[config.mk]
export PLATFORM = sky130hd
export DESIGN_NAME = quad_decoder_counter_flat
export DESIGN_NICKNAME = d
export VERILOG_FILES = /design/src/rtl/quad_decoder_counter_if.sv /design/src/rtl/quad_decoder_counter.sv /design/src/flat_wrapper.sv
export SDC_FILE = /design/constraint.sdc
export NUM_CORES = 1
export LEC_CHECK = 0
export ABC_AREA = 0
export ABC_CLOCK_PERIOD_IN_PS = 4300
export CAP_MARGIN = 15
export CORE_UTILIZATION = 35
export DETAILED_ROUTE_END_ITERATION = 10
export DONT_BUFFER_PORTS = 1
export GPL_ROUTABILITY_DRIVEN = 0
export SLEW_MARGIN = 30
export SYNTH_ARGS = -nofsm -noshare
export SYNTH_HDL_FRONTEND = slang
export SYNTH_SLANG_ARGS = --single-unit
[constraint.sdc]
create_clock -name clk -period 4.3 [get_ports clk]
set_input_delay 0.86 -clock clk [delete_from_list [all_inputs] [get_ports clk]]
set_output_delay 0.86 -clock clk [all_outputs]
set_load 0.01 [all_outputs]
[src/rtl/quad_decoder_counter_if.sv]
`default_nettype none
// ============================================================================
// Module      : quad_decoder_counter_if
// Description : Signal bundle between the encoder pins / control logic and
//               the quadrature decoder.
//               master : drives A, B, mode, clr, err_clr; observes results
//               slave  : the decoder itself
//               Signals: A, B (encoder channels), mode[1:0], clr, err_clr,
//                        count[CNT_W-1:0], dir[1:0], step, wrap, err
// Revision    : 1.0 - initial release
// ============================================================================
interface quad_decoder_counter_if #(
    parameter int CNT_W = 16
);
    logic                    A;
    logic                    B;
    logic [1:0]              mode;
    logic                    clr;
    logic                    err_clr;
    logic signed [CNT_W-1:0] count;
    logic [1:0]              dir;
    logic                    step;
    logic                    wrap;
    logic                    err;

    modport master (
        output A, B, mode, clr, err_clr,
        input  count, dir, step, wrap, err
    );

    modport slave (
        input  A, B, mode, clr, err_clr,
        output count, dir, step, wrap, err
    );
endinterface
`default_nettype wire

[src/rtl/quad_decoder_counter.sv]
`default_nettype none
// ============================================================================
// Module      : quad_decoder_counter
// Description : Quadrature decoder with input synchroniser, run-length glitch
//               filter, X4/X2/X1 decoding, wrapping signed position counter,
//               held direction with idle timeout and sticky illegal flag.
//               clk   : system clock, rising edge
//               rst_n : asynchronous reset, active-high (name kept for
//                       compatibility with the existing codebase)
//               bus   : slave side of quad_decoder_counter_if
// Revision    : 1.0 - initial release
// ============================================================================
module quad_decoder_counter #(
    parameter int CNT_W    = 16,
    parameter int FILT_LEN = 3,
    parameter int IDLE_CYC = 1024
) (
    input  logic                    clk,
    input  logic                    rst_n,
    quad_decoder_counter_if.slave   bus
);
    localparam int c_run_w  = $clog2(FILT_LEN + 1);
    localparam int c_idle_w = $clog2(IDLE_CYC + 1);

    localparam logic [c_run_w-1:0]  c_filt_len = c_run_w'(FILT_LEN);
    localparam logic [c_idle_w-1:0] c_idle_max = c_idle_w'(IDLE_CYC);

    localparam logic [1:0] c_mode_x2  = 2'b01;
    localparam logic [1:0] c_mode_x1  = 2'b10;
    localparam logic [1:0] c_dir_idle = 2'b00;
    localparam logic [1:0] c_dir_cw   = 2'b01;
    localparam logic [1:0] c_dir_ccw  = 2'b10;

    localparam logic signed [CNT_W-1:0] c_cnt_max = {1'b0, {(CNT_W-1){1'b1}}};
    localparam logic signed [CNT_W-1:0] c_cnt_min = {1'b1, {(CNT_W-1){1'b0}}};
    localparam logic signed [CNT_W-1:0] c_cnt_one = CNT_W'(1);

    logic [1:0]              r_sync1;
    logic [1:0]              r_sync2;
    logic [1:0]              r_cand;
    logic [c_run_w-1:0]      r_run;
    logic [1:0]              r_acc;
    logic                    r_primed;
    logic [c_idle_w-1:0]     r_idle;
    logic signed [CNT_W-1:0] r_count;
    logic [1:0]              r_dir;
    logic                    r_step;
    logic                    r_wrap;
    logic                    r_err;

    logic                    w_event;
    logic                    w_decode;
    logic [1:0]              w_delta;
    logic                    w_qual;
    logic                    w_up;
    logic                    w_dn;
    logic                    w_illegal;
    logic [c_idle_w-1:0]     w_idle_next;

    // Position of an A/B state along the CW sequence 00->10->11->01.
    function automatic logic [1:0] f_pos(input logic [1:0] ab);
        case (ab)
            2'b00:   f_pos = 2'd0;
            2'b10:   f_pos = 2'd1;
            2'b11:   f_pos = 2'd2;
            default: f_pos = 2'd3;
        endcase
    endfunction

    // The first accepted state after reset is taken even when it equals the
    // reset value of acc, so a stationary encoder still primes the decoder.
    assign w_event  = (r_run == c_filt_len) && (!r_primed || (r_cand != r_acc));
    assign w_decode = w_event && r_primed;

    // Distance around the cycle: 1 = CW, 3 = CCW, 2 = both bits changed.
    assign w_delta   = f_pos(r_cand) - f_pos(r_acc);
    assign w_illegal = w_decode && (w_delta == 2'd2);

    always_comb begin
        w_qual = 1'b1;
        case (bus.mode)
            c_mode_x2: w_qual = r_cand[1] ^ r_acc[1];
            c_mode_x1: w_qual = ((r_acc == 2'b00) && (r_cand == 2'b10)) ||
                                ((r_acc == 2'b10) && (r_cand == 2'b00));
            default:   w_qual = 1'b1;
        endcase
    end

    assign w_up = w_decode && w_qual && (w_delta == 2'd1);
    assign w_dn = w_decode && w_qual && (w_delta == 2'd3);

    assign w_idle_next = (w_up || w_dn)         ? '0 :
                         (r_idle == c_idle_max) ? r_idle :
                                                  r_idle + 1'b1;

    always_ff @(posedge clk or posedge rst_n) begin
        if (rst_n) begin
            r_sync1  <= 2'b00;
            r_sync2  <= 2'b00;
            r_cand   <= 2'b00;
            r_run    <= '0;
            r_acc    <= 2'b00;
            r_primed <= 1'b0;
            r_idle   <= '0;
            r_count  <= '0;
            r_dir    <= c_dir_idle;
            r_step   <= 1'b0;
            r_wrap   <= 1'b0;
            r_err    <= 1'b0;
        end else begin
            r_sync1 <= {bus.A, bus.B};
            r_sync2 <= r_sync1;

            // Run-length filter: run saturates at FILT_LEN while stable.
            if (r_sync2 != r_cand) begin
                r_cand <= r_sync2;
                r_run  <= c_run_w'(1);
            end else if (r_run != c_filt_len) begin
                r_run  <= r_run + 1'b1;
            end

            if (w_event) begin
                r_acc    <= r_cand;
                r_primed <= 1'b1;
            end

            r_step <= w_up || w_dn;
            r_idle <= w_idle_next;

            if (w_up) begin
                r_dir <= c_dir_cw;
            end else if (w_dn) begin
                r_dir <= c_dir_ccw;
            end else if (w_idle_next == c_idle_max) begin
                r_dir <= c_dir_idle;
            end

            // clr discards a coincident step from count (and its wrap).
            if (bus.clr) begin
                r_count <= '0;
                r_wrap  <= 1'b0;
            end else if (w_up) begin
                r_count <= r_count + c_cnt_one;
                r_wrap  <= (r_count == c_cnt_max);
            end else if (w_dn) begin
                r_count <= r_count - c_cnt_one;
                r_wrap  <= (r_count == c_cnt_min);
            end else begin
                r_wrap  <= 1'b0;
            end

            if (w_illegal) begin
                r_err <= 1'b1;
            end else if (bus.err_clr) begin
                r_err <= 1'b0;
            end
        end
    end

    assign bus.count = r_count;
    assign bus.dir   = r_dir;
    assign bus.step  = r_step;
    assign bus.wrap  = r_wrap;
    assign bus.err   = r_err;

endmodule
`default_nettype wire

[src/flat_wrapper.sv]
// flat-port wrapper written by rule: the top's interface ports become plain ports
module quad_decoder_counter_flat 
#(
    parameter int CNT_W    = 16,
    parameter int FILT_LEN = 3,
    parameter int IDLE_CYC = 1024
)
  (clk, rst_n, bus_A, bus_B, bus_mode, bus_clr, bus_err_clr, bus_count, bus_dir, bus_step, bus_wrap, bus_err);
  quad_decoder_counter_if #(.CNT_W(CNT_W)) bus_i ();
  input  logic clk;
  input  logic rst_n;
  input wire logic [$bits(bus_i.A)-1:0] bus_A;
  input wire logic [$bits(bus_i.B)-1:0] bus_B;
  input wire logic [$bits(bus_i.mode)-1:0] bus_mode;
  input wire logic [$bits(bus_i.clr)-1:0] bus_clr;
  input wire logic [$bits(bus_i.err_clr)-1:0] bus_err_clr;
  output wire logic [$bits(bus_i.count)-1:0] bus_count;
  output wire logic [$bits(bus_i.dir)-1:0] bus_dir;
  output wire logic [$bits(bus_i.step)-1:0] bus_step;
  output wire logic [$bits(bus_i.wrap)-1:0] bus_wrap;
  output wire logic [$bits(bus_i.err)-1:0] bus_err;
  assign bus_i.A = bus_A;
  assign bus_i.B = bus_B;
  assign bus_i.mode = bus_mode;
  assign bus_i.clr = bus_clr;
  assign bus_i.err_clr = bus_err_clr;
  assign bus_count = bus_i.count;
  assign bus_dir = bus_i.dir;
  assign bus_step = bus_i.step;
  assign bus_wrap = bus_i.wrap;
  assign bus_err = bus_i.err;
  quad_decoder_counter #(.CNT_W(CNT_W), .FILT_LEN(FILT_LEN), .IDLE_CYC(IDLE_CYC)) u_core (.clk(clk), .rst_n(rst_n), .bus(bus_i));
endmodule
==> results by group, run 1 <==
Placed design
  • Post-DP Area: 3030 um^2
  • Setup WS pre-CTS: 0.268 ns
  • Placed cells: 422
  • IO buf count: 0
  • DP HPWL: about 4.6 mm

Routing
  • Via count: between 2,000 and 2,500
  • ANT nets after route: 0
  • First-pass DRT Iterations: 6
  • DR iter-0 viols: 78
  • Post-DR wirelength/cell: 14.7 um
  • Routed Wire Length: 6.32 mm
  • Post-DR vias/cell: 5.48
  • Residual DRC: 0

Yosys
  • Asr flop ratio synth: between 90% and 100%
  • Share of the synthesized area in the top cell type: a little under two fifths
  • Yosys Warn Count: 0
  • Synth top area cells: dfrtp_1 (37%), ha_1 (11%), xor2_1 (4.2%), nand2_1 (4.0%), a21oi_1 (3.8%)
  • Sequential share of the synthesized area: 36.7%
  • Net count after synthesis: between 300 and 400
  • Post-synth cell types: 53
  • Post-synth EDFFs: 0
  • Area leader, netlist: dfrtp_1
  • Synthesized area per cell: 8.98 um^2
  • Top_reg_cell synth: dfrtp_1
  • Mapped Area: around 2900 um^2
  • Cell count after synthesis: around 330
  • Synthesis-stage register bit count: 43

Die
  • Core area: 8180 um^2
  • Boundary pin count: 29
  • Initial Util: a little over a third
  • Rows: 33
  • Die Wd: 93.5 um
  • Total die area: just under 9000 um^2
  • Die Height: 93.5 um

CTS
  • CTS Sinks: 43
  • Worst-Skew Late Latency: 0.29 ns
  • CTS clk-pin slew, worst paths: 0.08 ns
  • Hold_buf cts: 0
  • CTS H-Tree Depth: 2
  • Clock Root Buffer: clkbuf_8
  • Num CTS Buffers: 5
  • CTS tree: yes
  • Post-CTS setup buffer count: 0
  • CTS max path bufs: 2

Power
  • VDD IR-drop max: about 0.19 mV
  • P_leak: 0.00143 uW
  • P_sw: 776 uW
  • Clock share of power: 14.4%
  • Pint: between 1000 and 1500 uW
  • Switching share of power: 43.6%
  • PD cells: 572 nW/um^2
  • Comb pwr share: 47.8%
  • Reg power frac: 37.9%

Global route
  • Antenna violations before repair: 0
  • Vias in the first global route: 2,254
  • GR Overflow Total: 0
  • Gr usage total: between 10% and 20%
  • First-pass GRT wire length: approximately 11 mm
  • Largest net degree at the start of global routing: 44

Timing
  • Crit share post-route: 89.0%
  • Endpoints failing setup: 0
  • Setup TNS Final: 0 ns
  • Actual slew at the worst max-slew pin: between 0.7 and 0.8 ns
  • Clock skew: 0.00568 ns
  • Tmin final: 3.83 ns
  • F_max: 261 MHz
  • Unrepaired setup endpoints after global routing: no
  • Setup ws final: 0.471 ns
  • Max-slew violation count: 0
  • Worst slew margin: 50.7%
  • Fin. Hold Viols: 0

Critical path
  • Worst r2r src: u_core.r_cand[0]
  • Crit path required time: 4.48 ns
  • R2R Path End: u_core.bus.count[15]
  • Crit end category: register
  • WP data arrival: 4.01 ns
  • Worst setup startpoint: u_core.r_cand[0]
  • CP Class: reg -> reg
  • R2R setup slack: between 0.4 and 0.5 ns
  • Worst-case reg-to-reg path depth: 13
  • Crit path to: u_core.bus.count[15]
  • CP Max Fanout: 14
  • Critical Path Start Type: register

Layout
  • Area Growth Syn to Fin: 6.32%
  • Post-route insts no fill: 430
  • Fill cells: 827
  • Nets@finish: roughly 360
  • Share of cells above drive strength 1: 6.77%
  • Inserted Diodes: 0
  • Post-Layout Inst Area: approximately 3100 um^2

Min path
  • Worst hold path type: reg -> reg

Flow run
  • Max Cap Violations: 0

Status
  • Status: completed
per-layer routing:
metal  GRT usage [%]  wire, um  up-vias
met5               0         0        -
met4            6.28        98        0
met3            4.07       250        8
met2            26.0      3080       51
met1            18.8      2890     1133
li1                -         -     1163
cell usage after synthesis, types with 3 or more instances:
| library cell | n |
|---|---|
| and4_1 | 3 |
| mux2i_1 | 4 |
| buf_2 | 7 |
| o21ai_0 | 9 |
| xnor2_1 | 10 |
| nor2_1 | 28 |
| or4_1 | 3 |
| xor2_1 | 14 |
| inv_1 | 22 |
| ha_1 | 26 |
| a21o_1 | 5 |
| a21oi_1 | 22 |
| nor4_1 | 4 |
| clkbuf_1 | 5 |
| o31ai_1 | 3 |
| nand2_1 | 31 |
| a31oi_1 | 4 |
| dfrtp_1 | 43 |
| nand3_1 | 17 |
| a211oi_1 | 3 |
| o211ai_1 | 3 |
| nand4_1 | 9 |
| nor3_1 | 7 |
| and3_1 | 5 |
worst max-delay path, stage by stage, from the launching register on:
cell	delay (ns)
dfrtp_1	0.43
inv_1	0.09
ha_1	0.28
inv_1	0.04
ha_1	0.30
a311o_2	0.33
inv_2	0.07
nand2b_2	0.21
ha_1	0.42
a21o_1	0.24
a211o_1	0.30
o31ai_1	0.38
mux2i_1	0.27
mux2_1	0.36
cell type report:
| cell class | instances | area, um^2 | area share (%) |
|---|---|---|---|
| Clock buffer | 6 | 72.6 | 2.33 |
| Clock inverter | 2 | 12.5 | 0.402 |
| Inverter | 24 | 91.3 | 2.93 |
| Multi-Input combinational cell | 246 | 1700 | 54.6 |
| Sequential cell | 43 | 1080 | 34.6 |
| Tap cell | 105 | 131 | 4.22 |
| Timing Repair Buffer | 4 | 30.0 | 0.964 |
power by group through the flow:
stage / clock, uW / combinational [uW] / sequential [uW]
6_report: 256 / 851 / 675
5_1_grt: 287 / 952 / 694
3_5_place_dp: 0 / 840 / 683
4_1_cts: 272 / 847 / 676
3_3_place_gp: 0 / 830 / 683
2_1_floorplan: 0 / 726 / 616
stage by stage:
stage          power (uW)  util (%)  hold slack, ns
3_3_place_gp         1510      37.0           0.336
3_5_place_dp         1520      37.0           0.341
2_1_floorplan        1340         -           0.331
6_report             1780      38.1           0.355
5_1_grt              1930      38.1           0.363
4_1_cts              1800      38.0           0.360
worst min-delay path by stage:
stage          slack, ns               from  depth (start not counted)           endpoint
3_5_place_dp        0.34  u_core.r_sync1[1]                          0  u_core.r_sync2[1]
3_3_place_gp        0.34  u_core.r_sync1[1]                          0  u_core.r_sync2[1]
2_1_floorplan       0.33  u_core.r_sync1[0]                          0  u_core.r_sync2[0]
5_1_grt             0.36  u_core.r_sync1[1]                          0  u_core.r_sync2[1]
6_report            0.35  u_core.r_sync1[1]                          0  u_core.r_sync2[1]
4_1_cts             0.36  u_core.r_sync1[1]                          0  u_core.r_sync2[1]
sequential cells by signal, indices dropped and copies added, names as in the netlist:
signal            cells
u_core.r_acc          2
u_core.r_cand         2
u_core.bus.dir        2
u_core.bus.count     16
u_core.bus.err        1
u_core.r_run          2
u_core.r_primed       1
u_core.bus.step       1
u_core.r_sync2        2
u_core.bus.wrap       1
u_core.r_idle        11
u_core.r_sync1        2
logic make-up after synthesis:
logic type	count (synthesis)	share of synthesized area, %
flip-flops	43	36.7
AND/OR/NAND/NOR	123	22.0
AO/OA/AOI/OAI	65	14.5
multiplexers	7	2.52
adder cells (fa/ha/maj)	27	11.8
buffers and inverters	37	5.30
XOR/XNOR	24	7.18
placed cells by master (no fill, tap or decap), types with 5 or more instances in the layout:
| cell | synthesis | routed |
|---|---|---|
| xor2_1 | 14 | 14 |
| ha_1 | 26 | 26 |
| a21o_1 | 5 | 5 |
| dfrtp_1 | 43 | 43 |
| inv_1 | 22 | 21 |
| o21ai_0 | 9 | 9 |
| nand3_1 | 17 | 17 |
| nand4_1 | 9 | 9 |
| clkbuf_8 | 0 | 5 |
| a21oi_1 | 22 | 22 |
| nor2_1 | 28 | 28 |
| xnor2_1 | 10 | 10 |
| nand2_1 | 31 | 31 |
| and3_1 | 5 | 5 |
| nor3_1 | 7 | 7 |
what timing repair did:
item                                    4_1_cts  5_1_grt
endpoints found under the setup margin        0        1
endpoints found under the hold margin         0        0
gates resized for setup                       0        1
Note: power is estimated with default switching activity, not from simulation.
==> run 2, diff against run 1 <==
--- a/config.mk
+++ b/config.mk
@@ -9,6 +9,7 @@
 export ABC_CLOCK_PERIOD_IN_PS = 4300
 export CAP_MARGIN = 15
 export CORE_UTILIZATION = 35
+export CTS_CLUSTER_DIAMETER = 30
 export DETAILED_ROUTE_END_ITERATION = 10
 export DONT_BUFFER_PORTS = 1
 export GPL_ROUTABILITY_DRIVEN = 0
@@ -16,3 +17,4 @@
 export SYNTH_ARGS = -nofsm -noshare
 export SYNTH_HDL_FRONTEND = slang
 export SYNTH_SLANG_ARGS = --single-unit
+export TNS_END_PERCENT = 20
==> results of run 2 <==
No change in the layout: final DEF, timing and power equal those of run 1.
==> run 3, diff against run 2 <==
--- a/config.mk
+++ b/config.mk
@@ -6,7 +6,7 @@
 export NUM_CORES = 1
 export LEC_CHECK = 0
 export ABC_AREA = 0
-export ABC_CLOCK_PERIOD_IN_PS = 4300
+export ABC_CLOCK_PERIOD_IN_PS = 4600
 export CAP_MARGIN = 15
 export CORE_UTILIZATION = 35
 export CTS_CLUSTER_DIAMETER = 30
==> constraint.sdc (replaced) <==
create_clock -name clk -period 4.6 [get_ports clk]
set_input_delay 0.92 -clock clk [delete_from_list [all_inputs] [get_ports clk]]
set_output_delay 0.92 -clock clk [all_outputs]
set_load 0.01 [all_outputs]
==> run 3 against run 2 <==
  * Fmax is 4.9% lower
  * Core utilization is 0.40 points higher
  * Routed wire length is 1.9% higher
  * Via count is 1.5% lower
  * Critical path depth stayed put
  * First-iteration DRC count is 13% higher
  * Critical path type unchanged
  * Combinational power is 6.5% lower
  * Sequential share of layout area is 0.36 points lower
  * Worst hold slack better by 0.0036 ns
  * Die area stayed put
==> results by group, run 3 (synthesized netlist as in run 1, its figures left out) <==
Status
  • Status: completed

Critical path
  • Crit. path cell count: 13
  • Worst setup startpoint: u_core.r_cand[0]
  • Crit end category: register
  • CP Max Fanout: 16
  • Crit path to: u_core.bus.count[15]
  • CP max stage delay: around 0.55 ns
  • Worst path bufs/invs: 3
  • WP data arrival: 4.22 ns
  • Critical Path Start Type: register
  • Worst r2r src: u_core.r_cand[0]
  • R2R Path End: u_core.bus.count[15]
  • Crit path top cell by count: ha_1
  • R2R setup slack: between 0.5 and 0.6 ns
  • Worst-case reg-to-reg path depth: 13
  • Worst path cell trace: inv_1 -> ha_1 -> inv_1 -> ha_1 -> a311o_2 -> inv_2 -> nand2b_1 -> ha_1 -> a21o_1 -> a211o_1 -> o31ai_1 -> mux2i_1 -> mux2_1
  • Critical path's slowest cell: ha_1
  • Top delay family on crit path: compound AO/OA/AOI/OAI gates
  • CP Class: reg -> reg
  • Crit path required time: 4.79 ns

Min path
  • WHS Path Cells: 0
  • Worst hold path type: reg -> reg

Die
  • Initial Util: 35.8%
  • Die Wd: 93.5 um
  • Core area: between 8000 and 9000 um^2
  • Die Height: 93.5 um
  • Total die area: 8740 um^2
  • Boundary pin count: 29
  • Rows: 33

Global route
  • Largest net degree at the start of global routing: 44
  • Antenna violations before repair: 0
  • Gr usage total: 15.9%
  • First-pass GRT wire length: 10.8 mm
  • GR Overflow Total: 0
  • Vias in the first global route: ~2,200

Power
  • P_leak: 0.00145 uW
  • Comb pwr share: around 46%
  • Reg power frac: 36.5%
  • Power, Total: 1730 uW
  • Switching share of power: 42.7%
  • P_sw: 740 uW
  • Pint: 994 uW
  • VDD IR-drop max: 0.212 mV
  • Clock share of power: 17.6%
  • PD cells: 551 nW/um^2

Routing
  • Post-DR wirelength/cell: approximately 15 um
  • Residual DRC: 0
  • Post-DR vias/cell: 5.38
  • Via count: 2,320
  • Routed Wire Length: 6.43 mm
  • DR iter-0 viols: 88
  • First-pass DRT Iterations: 4
  • ANT nets after route: 0

CTS
  • CTS H-Tree Depth: 2
  • Hold_buf cts: 0
  • CTS Sinks: 43
  • Clock Root Buffer: clkbuf_8
  • Num CTS Buffers: 5
  • CTS clk-pin slew, worst paths: 0.09 ns
  • Post-cts sizing count: 0
  • Worst-Skew Late Latency: 0.30 ns
  • CTS max path bufs: 2
  • CTS tree: yes
  • Post-CTS setup buffer count: 0

Timing
  • Actual slew at the worst max-slew pin: 0.748 ns
  • Setup TNS Final: 0 ns
  • F_max: between 200 and 250 MHz
  • Worst slew margin: 50.0%
  • Crit share post-route: 87.6%
  • Unrepaired setup endpoints after global routing: no
  • Tmin final: just over 4 ns
  • Endpoints failing setup: 0
  • Max-slew violation count: 0
  • Clock skew: 0.00382 ns
  • Fin. Hold Viols: 0

Layout
  • Inserted Diodes: 0
  • Nets@finish: 360
  • Max reg flops: 16
  • Fill cells: 833
  • Commonest non-fill, non-tap cell in the layout: dfrtp_1
  • Area Growth Syn to Fin: 7.43%
  • Commonest cells after routing, fill and taps aside: dfrtp_1 (43), nand2_1 (31), nor2_1 (28)
  • Share of cells above drive strength 1: 7.06%

Flow run
  • Max Cap Violations: 0

Placed design
  • DP HPWL: 4.61 mm
  • IO buf count: 0
[run 3: worst min path at each step]
stage / startpoint / endpoint / slack, ns
finish: u_core.r_sync1[1] / u_core.r_sync2[1] / 0.36
global route: u_core.r_sync1[1] / u_core.r_sync2[1] / 0.37
CTS: u_core.r_sync1[1] / u_core.r_sync2[1] / 0.36
detailed placement: u_core.r_sync1[1] / u_core.r_sync2[1] / 0.34
global placement: u_core.r_sync1[1] / u_core.r_sync2[1] / 0.34
floorplan: u_core.r_sync1[0] / u_core.r_sync2[0] / 0.33
[run 3: per-layer routing]
layer | part of all wire (%) | vias to the layer above | wire, um | track usage [%]
met3 | 3.1 | 11 | 197 | 3.25
met2 | 47 | 39 | 3020 | 25.3
met4 | 1.8 | 0 | 115 | 6.03
met1 | 48 | 1102 | 3100 | 21.1
met5 | 0 | - | 0 | 0
li1 | - | 1168 | - | -
[run 3: layout make-up]
type / instances / area (um^2) / area share, %
multi-input combinational: 246 / 1700 / 54.0
inverter: 24 / 91.3 / 2.90
clock inverter: 3 / 43.8 / 1.39
tap: 105 / 131 / 4.17
timing repair buffer: 5 / 37.5 / 1.19
clock buffer: 5 / 68.8 / 2.19
sequential: 43 / 1080 / 34.2
[run 3: power by group through the flow]
stage / Sequential, uW / Clock, uW / Combinational [uW]
6_report: 633 / 305 / 796
5_1_grt: 649 / 332 / 903
3_5_place_dp: 639 / 0 / 789
4_1_cts: 634 / 314 / 794
3_3_place_gp: 640 / 0 / 777
2_1_floorplan: 576 / 0 / 678
[run 3: worst reg2reg max path, stage by stage (launching register included)]
cell      delay, ns
dfrtp_1        0.44
inv_1          0.09
ha_1           0.28
inv_1          0.04
ha_1           0.29
a311o_2        0.33
inv_2          0.06
nand2b_1       0.39
ha_1           0.55
a21o_1         0.25
a211o_1        0.30
o31ai_1        0.34
mux2i_1        0.24
mux2_1         0.34
[run 3: metrics by stage]
step | hold WS (ns) | cell area [um^2] | setup WS [ns] | utilization [%] | cells
after global placement | 0.335 | 3030 | 0.549 | 37.1 | 423
after detailed placement | 0.341 | 3030 | 0.464 | 37.1 | 423
after CTS | 0.361 | 3150 | 0.573 | 38.5 | 431
final | 0.358 | 3150 | 0.572 | 38.5 | 431
after floorplan | 0.331 | 2930 | 0.743 | - | 326
after global routing | 0.366 | 3150 | 0.274 | 38.5 | 431
==> edit (config.mk and constraints of run 1) <==
Make the reset (`rst_n`) synchronous in one clocked block. Comments in the files are not updated.
--- a/src/rtl/quad_decoder_counter.sv
+++ b/src/rtl/quad_decoder_counter.sv
@@ -93,7 +93,7 @@
                          (r_idle == c_idle_max) ? r_idle :
                                                   r_idle + 1'b1;
 
-    always_ff @(posedge clk or posedge rst_n) begin
+    always_ff @(posedge clk) begin
         if (rst_n) begin
             r_sync1  <= 2'b00;
             r_sync2  <= 2'b00;
Check against the original RTL: differs if rst_n is asserted again (counterexample within 10 cycles, from zero or initial values and one cycle with rst_n high); with rst_n held inactive, the same outputs for 10 cycles.
==> edit against run 1 <==
Setup slack better by 190 ps; non-clock buffer count down 1; sequential cell count unchanged; area after synthesis down 8.8%; design area down 8.2%; routed wire length down 10%; critical path type unchanged; critical endpoint is now u_core.bus.count[12]$_SDFFE_PP0N_.
Power is not compared: it rests on default switching activity, and its combinational part moved more than twofold at a synthesized area within 25%.
==> edit: results (changes against run 1) <==
run_status:
  status: "completed"
drt:
  maxUsedRoutingLayer: "met4"
  met3_wirelength_um: 268  # +7.2%
  first_pass_iters: 4  # -2
  wl_um: 5677  # -10%
  wl_met1_um: 2828  # -2.0%
  wl_met2_um: 2539  # -18%
  first_iter_violations: 69  # -12%
  via_count: 2235  # -5.1%
synth:
  synthCells: 322  # -1.2%
  yosys-top-cells-area: "dfxtp_1 32%, ha_1 11%, nor2_1 5.1%"
  netlist_top_cells_count: "43 x dfxtp_1, 36 x nor2_1, 24 x ha_1"
  synthArstFlopShare: 0  # -1.000
  ys_seq_area_frac: 0.3224  # -0.04497
  ys_types: 46  # -13%
  syn-num-nets: 355  # -1.7%
grt:
  use_met3: 0.03878  # -0.001869
  use_met1: 0.2047  # +0.01659
  grt_pass1_vias: 1935  # -14%
  grt_max_degree: 24  # -45%
  grt_pass1_wl_um: 9439  # -12%
  use_met2: 0.2394  # -0.02100
hold_path:
  hold_path_depth: 1  # +1
  hold_path_end: "u_core.r_sync2[1]$_SDFF_PP0_"
  hold_path.class: "flip-flop to flip-flop"
  hold_path_startpoint: "u_core.r_sync1[1]$_SDFF_PP0_"
clock_network:
  root_buffer: "clkbuf_8"
placement:
  dp.cells: 411  # -2.6%
  place_ws_ps: 596.3  # +328.4 ps
  hpwl_um: 4115  # -10%
  dpl_cell_area_um2: 2765  # -8.6%
final_layout:
  layout-drive-gt1-share: 0.05000  # -0.01769
  finalNonFillerCells: 419  # -2.6%
  layout.nets: 352  # -1.9%
sta:
  slew_headroom: 0.4474  # -0.05968
  finalCritPeriodShare: 0.8459  # -0.04454
  clock_skew_ps: 3.829  # -1.852 ps
  whs_ps: 443.9  # +89.30 ps
setup_path:
  critPathMaxFanout: 8  # -6
  critPathArrivalTime_ps: 3870  # -140 ps
  crit_path_start: "u_core.r_cand[0]$_SDFFE_PP0P_"
  crit_slowest_cell: "dfxtp_1"
  r2r_end: "u_core.bus.count[12]$_SDFFE_PP0N_"
  reg2reg_depth: 14  # +1
power_and_ir_drop:
  total_power_mw: 0.7295
## edit: cell types whose count changed after synthesis, sizes merged, moves of 4 or more
cell | before | now
inv | 23 | 15
clkbuf | 5 | 11
dfrtp | 43 | 0
nand2 | 31 | 20
buf | 8 | 2
nor2 | 28 | 36
nand4 | 9 | 5
dfxtp | 0 | 43
nor2b | 2 | 10
o21bai | 0 | 4
## edit: final cells by class
class | instances | area [um2]
fillers | 756 | 4472
multi-input cells | 251 | 1702
flip-flops and latches | 43 | 860.8
well taps | 99 | 123.9
clock buffers | 5 | 68.82
inverters | 15 | 56.30
clock inverters | 3 | 25.02
repair buffers | 3 | 22.52
## edit: cell families (layout without fill, tap and decap cells)
kind of cell | count (synthesis) | count (layout) | share of synthesized area
flops | 43 | 43 | 0.3224
buf+inv | 28 | 26 | 0.04030
fa+ha+maj | 25 | 25 | 0.1200
compound gates | 73 | 73 | 0.1837
mux | 4 | 4 | 0.01500
xor+xnor | 25 | 25 | 0.08482
simple gates | 124 | 124 | 0.2338
